## config.mk

```make
export PLATFORM = sky130hd
export DESIGN_NAME = relu_quant_maxpool
export DESIGN_NICKNAME = d
export VERILOG_FILES = /design/src/rtl/relu_quant_maxpool.sv
export SDC_FILE = /design/constraint.sdc
export NUM_CORES = 1
export LEC_CHECK = 0
export CORE_MARGIN = 1
export CORE_UTILIZATION = 65
export CTS_BUF_LIST = sky130_fd_sc_hd__clkbuf_4 sky130_fd_sc_hd__clkbuf_8
export CTS_CLUSTER_SIZE = 25
export DETAILED_ROUTE_END_ITERATION = 16
export PLACE_DENSITY = 0.89
export SYNTH_ARGS = -nofsm -noshare
export SYNTH_HDL_FRONTEND = slang
export SYNTH_SLANG_ARGS = --single-unit
export TNS_END_PERCENT = 20
```

## constraint.sdc

```tcl
create_clock -name clk -period 7.92 [get_ports clk]
set_input_delay 0.792 -clock clk [delete_from_list [all_inputs] [get_ports clk]]
set_output_delay 0.792 -clock clk [all_outputs]
set_load 0.01 [all_outputs]
```

## src/rtl/relu_quant_maxpool.sv

```systemverilog
// ReLU + shift requantization to unsigned 8-bit, then 2x2 stride-2 max pooling
// over a raster-ordered CONV_WIDTH x CONV_WIDTH conv result stream.
module relu_quant_maxpool #(
   parameter int IN_WIDTH   = 32,
   parameter int CONV_WIDTH = 24,
   parameter int OUT_WIDTH  = 8,
   parameter int SHIFT      = 8
) (
   input  logic                 clk,
   input  logic                 rst_n,
   input  logic                 clear,
   input  logic                 valid_in,
   input  logic [IN_WIDTH-1:0]  data_in,
   output logic [OUT_WIDTH-1:0] pool_out,
   output logic                 pool_valid,
   output logic                 frame_done
);

   localparam int CW   = $clog2(CONV_WIDTH);
   localparam int HALF = CONV_WIDTH / 2;
   localparam logic [CW-1:0] LAST = CW'(CONV_WIDTH - 1);
   localparam logic signed [IN_WIDTH-1:0] SAT_MAX = IN_WIDTH'((1 << OUT_WIDTH) - 1);

   function automatic logic [OUT_WIDTH-1:0] relu_quant(input logic signed [IN_WIDTH-1:0] x);
      logic signed [IN_WIDTH-1:0] sh;
      sh = x >>> SHIFT;
      if (x[IN_WIDTH-1])
         relu_quant = '0;
      else if (sh > SAT_MAX)
         relu_quant = '1;
      else
         relu_quant = sh[OUT_WIDTH-1:0];
   endfunction

   function automatic logic [OUT_WIDTH-1:0] umax(input logic [OUT_WIDTH-1:0] a,
                                                 input logic [OUT_WIDTH-1:0] b);
      umax = (a > b) ? a : b;
   endfunction

   logic signed [IN_WIDTH-1:0] din_s;
   assign din_s = data_in;

   logic [CW-1:0]        col_q, col_d, row_q, row_d;
   logic                 vld_p1_q, vld_p1_d;
   logic [OUT_WIDTH-1:0] pix_p1_q, pix_p1_d;
   logic [CW-1:0]        col_p1_q, col_p1_d, row_p1_q, row_p1_d;
   logic [OUT_WIDTH-1:0] hold_q, hold_d;
   logic [OUT_WIDTH-1:0] pool_out_q, pool_out_d;
   logic                 pool_valid_q, pool_valid_d;
   logic                 frame_done_q, frame_done_d;
   logic [OUT_WIDTH-1:0] linebuf_q [HALF];
   logic [CW-2:0]        lb_idx;
   logic [OUT_WIDTH-1:0] pm;
   logic                 lb_we;

   assign lb_idx = col_p1_q[CW-1:1];
   assign pm     = umax(hold_q, pix_p1_q);

   always_comb begin
      col_d        = col_q;
      row_d        = row_q;
      vld_p1_d     = 1'b0;
      pix_p1_d     = pix_p1_q;
      col_p1_d     = col_p1_q;
      row_p1_d     = row_p1_q;
      hold_d       = hold_q;
      pool_out_d   = pool_out_q;
      pool_valid_d = 1'b0;
      frame_done_d = 1'b0;
      lb_we        = 1'b0;
      if (clear) begin
         col_d  = '0;
         row_d  = '0;
         hold_d = '0;
      end else begin
         // Stage 0 -> 1: quantize and tag with raster position
         if (valid_in) begin
            vld_p1_d = 1'b1;
            pix_p1_d = relu_quant(din_s);
            col_p1_d = col_q;
            row_p1_d = row_q;
            if (col_q == LAST) begin
               col_d = '0;
               row_d = (row_q == LAST) ? '0 : row_q + 1'b1;
            end else begin
               col_d = col_q + 1'b1;
            end
         end
         // Stage 1 -> 2: horizontal pair max, then vertical via line buffer
         if (vld_p1_q) begin
            if (!col_p1_q[0]) begin
               hold_d = pix_p1_q;
            end else if (!row_p1_q[0]) begin
               lb_we = 1'b1;
            end else begin
               pool_out_d   = umax(linebuf_q[lb_idx], pm);
               pool_valid_d = 1'b1;
               frame_done_d = (row_p1_q == LAST) && (col_p1_q == LAST);
            end
         end
      end
   end

   always_ff @(posedge clk or negedge rst_n) begin
      if (!rst_n) begin
         col_q        <= '0;
         row_q        <= '0;
         vld_p1_q     <= 1'b0;
         hold_q       <= '0;
         pool_out_q   <= '0;
         pool_valid_q <= 1'b0;
         frame_done_q <= 1'b0;
      end else begin
         col_q        <= col_d;
         row_q        <= row_d;
         vld_p1_q     <= vld_p1_d;
         hold_q       <= hold_d;
         pool_out_q   <= pool_out_d;
         pool_valid_q <= pool_valid_d;
         frame_done_q <= frame_done_d;
      end
   end

   // Datapath-only storage; the line buffer is always written on an even row before use
   always_ff @(posedge clk) begin
      pix_p1_q <= pix_p1_d;
      col_p1_q <= col_p1_d;
      row_p1_q <= row_p1_d;
      if (lb_we)
         linebuf_q[lb_idx] <= pm;
   end

   assign pool_out   = pool_out_q;
   assign pool_valid = pool_valid_q;
   assign frame_done = frame_done_q;

endmodule

```

; ---- After elaboration in Yosys (flattened, before gate mapping)
; Memories as Yosys holds them, arrays and structs flattened. A register that Yosys moved wholly into a read port is not among the register bits.
; Cells that the tools add are included.
[word_totals]
out_inout_bits = 10
ramBits = 96
elab_cells = 60
ff_bits = 47
n_memories = 1
in_bits = 36
[mem_list]
columns = name, words, word_bits, rd, rd_clocked_by_memory_dff, wr, line
row1 = linebuf_q, 12, 8, 1, 1, 1, 51  ; logic [OUT_WIDTH-1:0] linebuf_q [HALF];
[op_classes]
muxes = 30
addsub = 2
eq_ne = 5
bitwise = 1
n_lt_le_gt_ge = 3
n_reduce_logical = 8
[op_table]
columns = operator, n
row1 = two-way mux 8 bit, 6
row2 = two-way mux 5 bit, 7
row3 = greater-than comparator 24 x 9 -> 1 bit (second input constant), 1
row4 = == test 5 bit (second input constant), 4
row5 = greater-than comparator 8 bit, 2
row6 = two-way mux 1 bit, 16
row7 = adder 5 x 1 -> 5 bit (second input constant), 2
row8 = AND reduction 2 bit, 3
row9 = nonzero test 2 bit, 3
row10 = two-way mux 4 bit, 1
row11 = AND reduction 4 bit, 1
row12 = inequality test 2 bit (second input constant), 1
row13 = logical AND 1 bit, 1
row14 = NOT 1 bit, 1

; ---- Depth between registers and ports, before layout
; Gate-level depths: netlist of the first run.
[depth]
word_depth = 6
depth_mapped = 14

; ---- Least setup slack after synthesis of the first run
; Ideal clock, no wire load.
[synth_path]
path_type = register to register
startpoint = register pix_p1_q[1]
endpoint = register pool_out_q[1], in the netlist pool_out[1]
t_arrival_ps = 3049
path_stages_with_launch = 15
setup_time_ps = 128
setup_slack_ps = 4743
cell_sequence = edfxtp_1 -> inv_1 -> ha_1 -> nor2b_1 -> o211ai_1 -> a21oi_1 -> o22ai_4 -> mux2_2 -> ha_1 -> nand4_1 -> or2_2 -> a22oi_1 -> nor2_1 -> a22oi_1 -> o21ai_1
[synth_between]
elab_chain_len = 4
[synth_rtl]
columns = element, line
row1 = from (decl), 45  ; logic [OUT_WIDTH-1:0] pix_p1_q, pix_p1_d;
row2 = from (signal assigned), 126  ; pix_p1_q <= pix_p1_d;
row3 = greater-than comparator 8 bit, 37  ; umax = (a > b) ? a : b;
row4 = two-way mux 8 bit, 37
row5 = named net pm[0], 53  ; logic [OUT_WIDTH-1:0] pm;
row6 = greater-than comparator 8 bit, 37
row7 = two-way mux 8 bit, 37
row8 = to (signal assigned), 118  ; pool_out_q <= pool_out_d;
row9 = to (decl), 48  ; logic [OUT_WIDTH-1:0] pool_out_q, pool_out_d;
; The timed path passes the listed nets, and every way through them passes these cells.
; A chain may end at the register's enable or synchronous reset.

; ---- Worst setup path in the final report of the first run
[layout_path]
startpoint = register pix_p1_q[1]
endpoint = register pool_out_q[4], in the netlist pool_out[4]
; Same word-level chain as after synthesis.

==> qor.txt, run 1 <==
DR top layer: met4
Cell taking the most area after synthesis: edfxtp_1
CTS max path bufs: 2
Critical path startpoint category: register
CP max FO: 14
Insertion delay to the later sink of the worst-skew pair: 0.44 ns
Fmax achieved: 0.260 GHz
Synthesized cell area: 0.00628 sq mm
Fill cells: 519
WP data required: 8.22 ns
Routed wire length on met2: 6340 microns
Worst Hold End: frame_done$_DFF_PN0_
Die Y: 100 microns
I/O Buffers: 37
Data arrival time of the critical path: 4.14 ns
Setup_tns: 0 ns
Io pins: 46
# hold bufs at CTS: 0
Met3 WL: 789 microns
Root Buffer: clkbuf_8
GRT overflow: 0
Max incr delay on CP: 0.51 ns
Share of cells above drive strength 1: 0.108
Final WL: 12200 microns
Worst Hold Slack: 0.499 ns
Area of the multi-input gates: 0.00188 sq mm
Post-synthesis sequential area ratio: 0.673
Antenna cells: 0
Routed wire length per instance: 20.2 microns
Post_cts resized: 0
Net Count, Synth: 468
Reg-to-reg endpoint: pool_out[4]$_DFFE_PN0P_
First-pass GRT wire length: 19400 microns
Worst r2r path cells: 14
CTS sink count: 147
Initial Util: 0.677
Netlist cell types: 39
R2R setup slack: 4.08 ns
RSZ-0062 raised after global routing: false
Hold Startpoint: row_p1_q[3]$_DFFE_PP_
Max_slew headroom: 0.179
Crit-path slowest cell: mux2_2
Hold WC Path Type: reg -> reg
Status: complete, no violations
Slew @ Worst Pin: 1.22 ns
Post-synth ARST share: 0.197
Post-Syn Instances: 414
Layout area overhead: 14.3%
CTS tree: done
DR vias/cell: 6.17
Die area: 0.0101 sq mm
Final Max Slew Viols: 0
Worst path cell trace: inv_1 > ha_1 > nor2b_1 > o211ai_1 > a21oi_1 > o22ai_4 > mux2_2 > ha_1 > nand4_1 > or2_2 > a22oi_1 > nor2_1 > a22oi_1 > o21ai_1
CP Capture Type: register
YS warnings: 0
# rows: 35
H-tree levels: 4
Sequential Area: 0.00423 sq mm
Synth Register Bits: 147
GRT Util Overall: 0.270
Final GP Congestion: 0.811
1st-iter DRT viols: 386
Vias: 3708
P_leak: 2.72 nW
Core Box Area: 0.00928 sq mm
CTS Buf Count: 17
Detailed Routing Iterations Pass 1: 5
Dpl hpwl: 8090 microns
Residual DRC: 0
Ys flop type: edfxtp_1
Worst Hold Path Cells: 2
Final Hold Fails: 0
Number of synthesized flops with an enable pin: 114
Post-CTS setup buffers: 0
Pwr dens: 232 mW/mm^2
Final ANT Viol Nets: 0
Share of the synthesized area in the top cell type: 0.545
Largest net degree at the start of global routing: 30
Syn_area_per_cell: 15.2 sq um
Die width: 100 microns
Area contributors post-synth: edfxtp_1, dfrtp_1, mux4_1, mux4_2, ha_1
Nets@finish: 513
Maximum vdd drop: 0.000155 V
WS Path Type: reg -> reg
# setup viols final: 0
Critical R2R Launch: pix_p1_q[1]$_SDFFCE_PP0P_
Initial antenna violation count: 0
Worst-path clk slew: 0.08 ns
Tmin final: 3.84 ns
M1 WL: 4800 microns
Max cap viols: 0
Final worst-path cycle share: 0.485
Skew final: 0.0170 ns
Vias in the first global route: 3853
-- how the worst max path moves through the flow --
stage | startpoint | to | cells after the start
floorplan | pix_p1_q[1]$_SDFFCE_PP0P_ | pool_out[1]$_DFFE_PN0P_ | 14
global placement | clear | linebuf_q[8][0]$_DFFE_PP_ | 4
detailed placement | clear | linebuf_q[8][0]$_DFFE_PP_ | 4
CTS | pix_p1_q[1]$_SDFFCE_PP0P_ | pool_out[5]$_DFFE_PN0P_ | 14
global route | pix_p1_q[1]$_SDFFCE_PP0P_ | pool_out[5]$_DFFE_PN0P_ | 14
finish | pix_p1_q[1]$_SDFFCE_PP0P_ | pool_out[4]$_DFFE_PN0P_ | 14
-- cell usage after synthesis (all sizes together), types with 4 or more instances --
| library cell | number |
|---|---|
| inv | 20 |
| nor4 | 4 |
| nor2 | 52 |
| ha | 18 |
| mux2 | 5 |
| clkbuf | 6 |
| edfxtp | 114 |
| buf | 9 |
| dfrtp | 29 |
| a22oi | 15 |
| nor2b | 4 |
| mux4 | 24 |
| nor3 | 8 |
| a21oi | 20 |
| o21ai | 9 |
| nand3 | 4 |
| nand2 | 27 |
| nand2b | 6 |
| nand4 | 7 |
| mux2i | 11 |
| dfxtp | 4 |
-- cell type report --
class | instances | share of cell area
Tap cell | 129 | 0.0225
Clock inverter | 13 | 0.0263
Clock buffer | 19 | 0.0347
Multi-Input combinational cell | 232 | 0.261
Sequential cell | 147 | 0.589
Timing Repair Buffer | 41 | 0.0557
Inverter | 20 | 0.0105
-- critical path: cells and delay by family (launching register included) --
kind,cells,cell delay (ns)
AND/OR/NAND/NOR,4,0.78
buffers and inverters,1,0.09
AO/OA/AOI/OAI,6,1.33
multiplexers,1,0.51
flip-flops,1,0.40
adder cells (fa/ha/maj),2,0.57
-- report_power, final --
| part | internal, mW | total, mW | switching (mW) |
|---|---|---|---|
| Sequential | 0.858 | 0.876 | 0.0178 |
| Clock | 0.376 | 0.636 | 0.260 |
| Combinational | 0.0731 | 0.153 | 0.0803 |
| Total | 1.31 | 1.67 | 0.359 |
-- logic make-up (layout without fill, tap and decap cells) --
group           after synthesis  count (layout)  share of synthesized area
xor+xnor                      2               2                    0.00279
mux                          40              40                      0.120
compound gates               49              49                     0.0502
flops                       147             147                      0.673
simple gates                123             123                     0.0904
buf+inv                      35              93                     0.0277
fa+ha+maj                    18              18                     0.0359
-- per-layer routing --
layer | vias up | track usage
met4 | 0 | 0.0959
li1 | 1665 | -
met2 | 155 | 0.448
met1 | 1866 | 0.343
met3 | 22 | 0.0808
met5 | - | 0
-- state kept, by name, summed over array words and instances (netlist names), named ones only --
register,flops
col_p1_q,5
col_q,5
frame_done,1
hold_q,8
linebuf_q,96
pix_p1_q,8
pool_out,8
pool_valid,1
row_p1_q,5
row_q,5
vld_p1_q,1
-- placed cells by master (no fill, tap or decap), types with 15 or more instances in the layout --
cell	instances
clkbuf_8	17
edfxtp_1	114
a22oi_1	15
ha_1	18
clkdlybuf4s50_1	37
nand2_1	27
a21oi_1	19
inv_1	20
dfrtp_1	29
nor2_1	52
-- metrics by stage --
step / std cells / power [mW] / area (sq um) / utilization / worst slack, ns
2_1_floorplan: 414 / 0.975 / 6280 / - / 4.74
3_3_place_gp: 569 / 1.03 / 6740 / 0.726 / 4.06
3_5_place_dp: 569 / 1.04 / 6740 / 0.726 / 3.98
4_1_cts: 601 / 1.67 / 7180 / 0.774 / 4.16
5_1_grt: 601 / 1.72 / 7180 / 0.774 / 3.90
6_report: 601 / 1.67 / 7180 / 0.774 / 4.08
Note: power is estimated with default switching activity, not from simulation.
==> inputs of run 2 (changes only) <==
- CORE_UTILIZATION: 65 -> 55
- PLACE_DENSITY: 0.89 -> 0.81
- clock period: 7.92 -> 3.2 ns (I/O delays scaled with it)
==> qor.txt, run 2 (synthesized netlist as in run 1, its figures left out) <==
Status: finished, violations left (was complete, no violations)
Failing checks: setup timing
WS Path Type: reg -> reg (unchanged)
Met1 global-route usage: 0.272 (was 0.343)
Antenna cells: 0 (unchanged)
I/O Buffers: 37 (unchanged)
1st-iter DRT viols: 257 (was 386)
CTS tree: done (unchanged)
CP Capture Type: register (unchanged)
Pwr dens: 526 mW/mm^2 (was 232 mW/mm^2)
Critical path startpoint category: register (unchanged)
GRT Util Overall: 0.219 (was 0.270)
Design Power: 3.99 mW (was 1.67 mW)
Commonest non-fill, non-tap cells in the layout: edfxtp_1, nor2_1, clkdlybuf4s50_1 (unchanged)
DR vias/cell: 5.95 (was 6.17)
Final ANT Viol Nets: 0 (unchanged)
Share of cells above drive strength 1: 0.230 (was 0.108)
Die Y: 109 microns (was 100 microns)
Met2 Usage GRT: 0.372 (was 0.448)
Final GP Congestion: 0.834 (was 0.811)
Setup slack at placement: -0.0240 ns (was 3.98 ns)
Layout area overhead: 21.0% (was 14.3%)
Root Buffer: clkbuf_8 (unchanged)
Die area: 0.0119 sq mm (was 0.0101 sq mm)
Final Max Slew Viols: 0 (unchanged)
Die width: 109 microns (was 100 microns)
WP data required: 3.52 ns (was 8.22 ns)
Initial Util: 0.572 (was 0.677)
Top Usage Layer GRT: met2 (unchanged)
Max_slew headroom: 0.420 (was 0.179)
Worst path cell trace: inv_1 > ha_1 > nand4_1 > buf_4 > o22ai_4 > buf_6 > mux2i_2 > ha_1 > nand3_1 > o221ai_1 > a22oi_2 > buf_4 > and2_1 > a211o_1 (was inv_1 > ha_1 > nor2b_1 > o211ai_1 > a21oi_1 > o22ai_4 > mux2_2 > ha_1 > nand4_1 > or2_2 > a22oi_1 > nor2_1 > a22oi_1 > o21ai_1)
Fill cells: 683 (was 519)
P_leak: 2.85 nW (was 2.72 nW)
Critical R2R Launch: pix_p1_q[5]$_SDFFCE_PP0P_ (was pix_p1_q[1]$_SDFFCE_PP0P_)
Core Box Area: 0.0110 sq mm (was 0.00928 sq mm)
CTS sink count: 147 (unchanged)
Routing usage on met3: 0.0586 (was 0.0808)
# setup viols final: 2 (was 0)
Data arrival time of the critical path: 3.58 ns (was 4.14 ns)
Fmax achieved: 0.306 GHz (was 0.260 GHz)
CP max FO: 3 (was 14)
Worst-path clk slew: 0.09 ns (was 0.08 ns)
Final worst-path cycle share: 1.02 (was 0.485)
Vias in the first global route: 3756 (was 3853)
CTS Buf Count: 17 (unchanged)
Maximum vdd drop: 0.000287 V (was 0.000155 V)
Commonest non-fill, non-tap cell in the layout: edfxtp_1 (unchanged)
Placed cells: 604 (was 569)
Residual DRC: 0 (unchanged)
Max FFs per register: 96 (unchanged)
Vias: 3835 (was 3708)
Fin worst setup slack: -0.0655 ns (was 4.08 ns)
Tmin final: 3.27 ns (was 3.84 ns)
Initial antenna violation count: 0 (unchanged)
Finished Core Util: 0.692 (was 0.774)
Slew @ Worst Pin: 0.866 ns (was 1.22 ns)
Final Hold Fails: 0 (unchanged)
Hold WC Path Type: in -> async (was reg -> reg)
Routed wire length per instance: 19.8 microns (was 20.2 microns)
Insertion delay to the later sink of the worst-skew pair: 0.43 ns (was 0.44 ns)
H-tree levels: 4 (unchanged)
Dpl hpwl: 8310 microns (was 8090 microns)
Skew final: 0.0104 ns (was 0.0170 ns)
GRT overflow: 0 (unchanged)
Max cap viols: 0 (unchanged)
Largest net degree at the start of global routing: 30 (unchanged)
Final WL: 12700 microns (was 12200 microns)
Biggest register: linebuf_q (unchanged)
CTS max path bufs: 2 (unchanged)
Io pins: 46 (unchanged)
Max incr delay on CP: 0.40 ns (was 0.51 ns)
Worst Hold Slack: 0.272 ns (was 0.499 ns)
# rows: 38 (was 35)
Layout Cells excl Fill: 645 (was 601)
Crit path launch: pix_p1_q[5]$_SDFFCE_PP0P_ (was pix_p1_q[1]$_SDFFCE_PP0P_)
First-pass GRT wire length: 18600 microns (was 19400 microns)
# hold bufs at CTS: 0 (unchanged)
Crit-path slowest cell: edfxtp_1 (was mux2_2)
Nets@finish: 546 (was 513)
Detailed Routing Iterations Pass 1: 5 (unchanged)
## run 2: path summary, 6_finish.rpt
path | slack [ns] | cells past startpoint | endpoint
max in group asynchronous | 2.62 | 2 | col_q[3]$_DFFE_PN0P_
worst min-delay path | 0.27 | 2 | hold_q[1]$_DFFE_PN0P_
worst max register to register | -0.07 | 14 | pool_out[0]$_DFFE_PN0P_
worst min register to register | 0.51 | 0 | row_p1_q[1]$_DFFE_PP_
min in group clk | 0.51 | 0 | row_p1_q[1]$_DFFE_PP_
worst max-delay path | -0.07 | 14 | pool_out[0]$_DFFE_PN0P_
## run 2: layer usage
metal	wire length [microns]	vias up
li1	-	1733
met1	5210	1952
met2	6730	138
met3	676	12
met4	128	0
met5	0	-
## run 2: report_power, final
| group | internal (mW) | switching, mW |
|---|---|---|
| clock | 0.573 | 0.770 |
| sequential | 2.12 | 0.0453 |
| combinational | 0.241 | 0.242 |
| total | 2.94 | 1.06 |
## run 2: per-stage QoR
step                      area (sq um)  setup TNS, ns
after global routing              7600          -1.03
final                             7600         -0.107
after CTS                         7350              0
after floorplan                   6280              0
after global placement            6960              0
after detailed placement          6960        -0.0240
## run 2: final cells by class
cell class	count	area [sq um]	share of cell area
multi-input cells	232	2070	0.272
well taps	140	175	0.0231
inverters	20	75.1	0.00988
clock inverters	15	141	0.0186
clock buffers	17	234	0.0308
repair buffers	74	677	0.0891
flip-flops and latches	147	4230	0.557
## run 2: repair_timing
item,4_1_cts,5_1_grt
pin swaps,0,16
resized for setup,4,33
endpoints found under the setup margin,7,8
endpoints found under the hold margin,0,0
buffers inserted,0,9
## run 2: critical path: cells and delay by family (launching register included)
family	cells	cell delay [ns]
AND/OR/NAND/NOR	3	0.47
adder cells (fa/ha/maj)	2	0.56
AO/OA/AOI/OAI	4	0.87
flip-flops	1	0.40
multiplexers	1	0.24
buffers and inverters	4	0.62
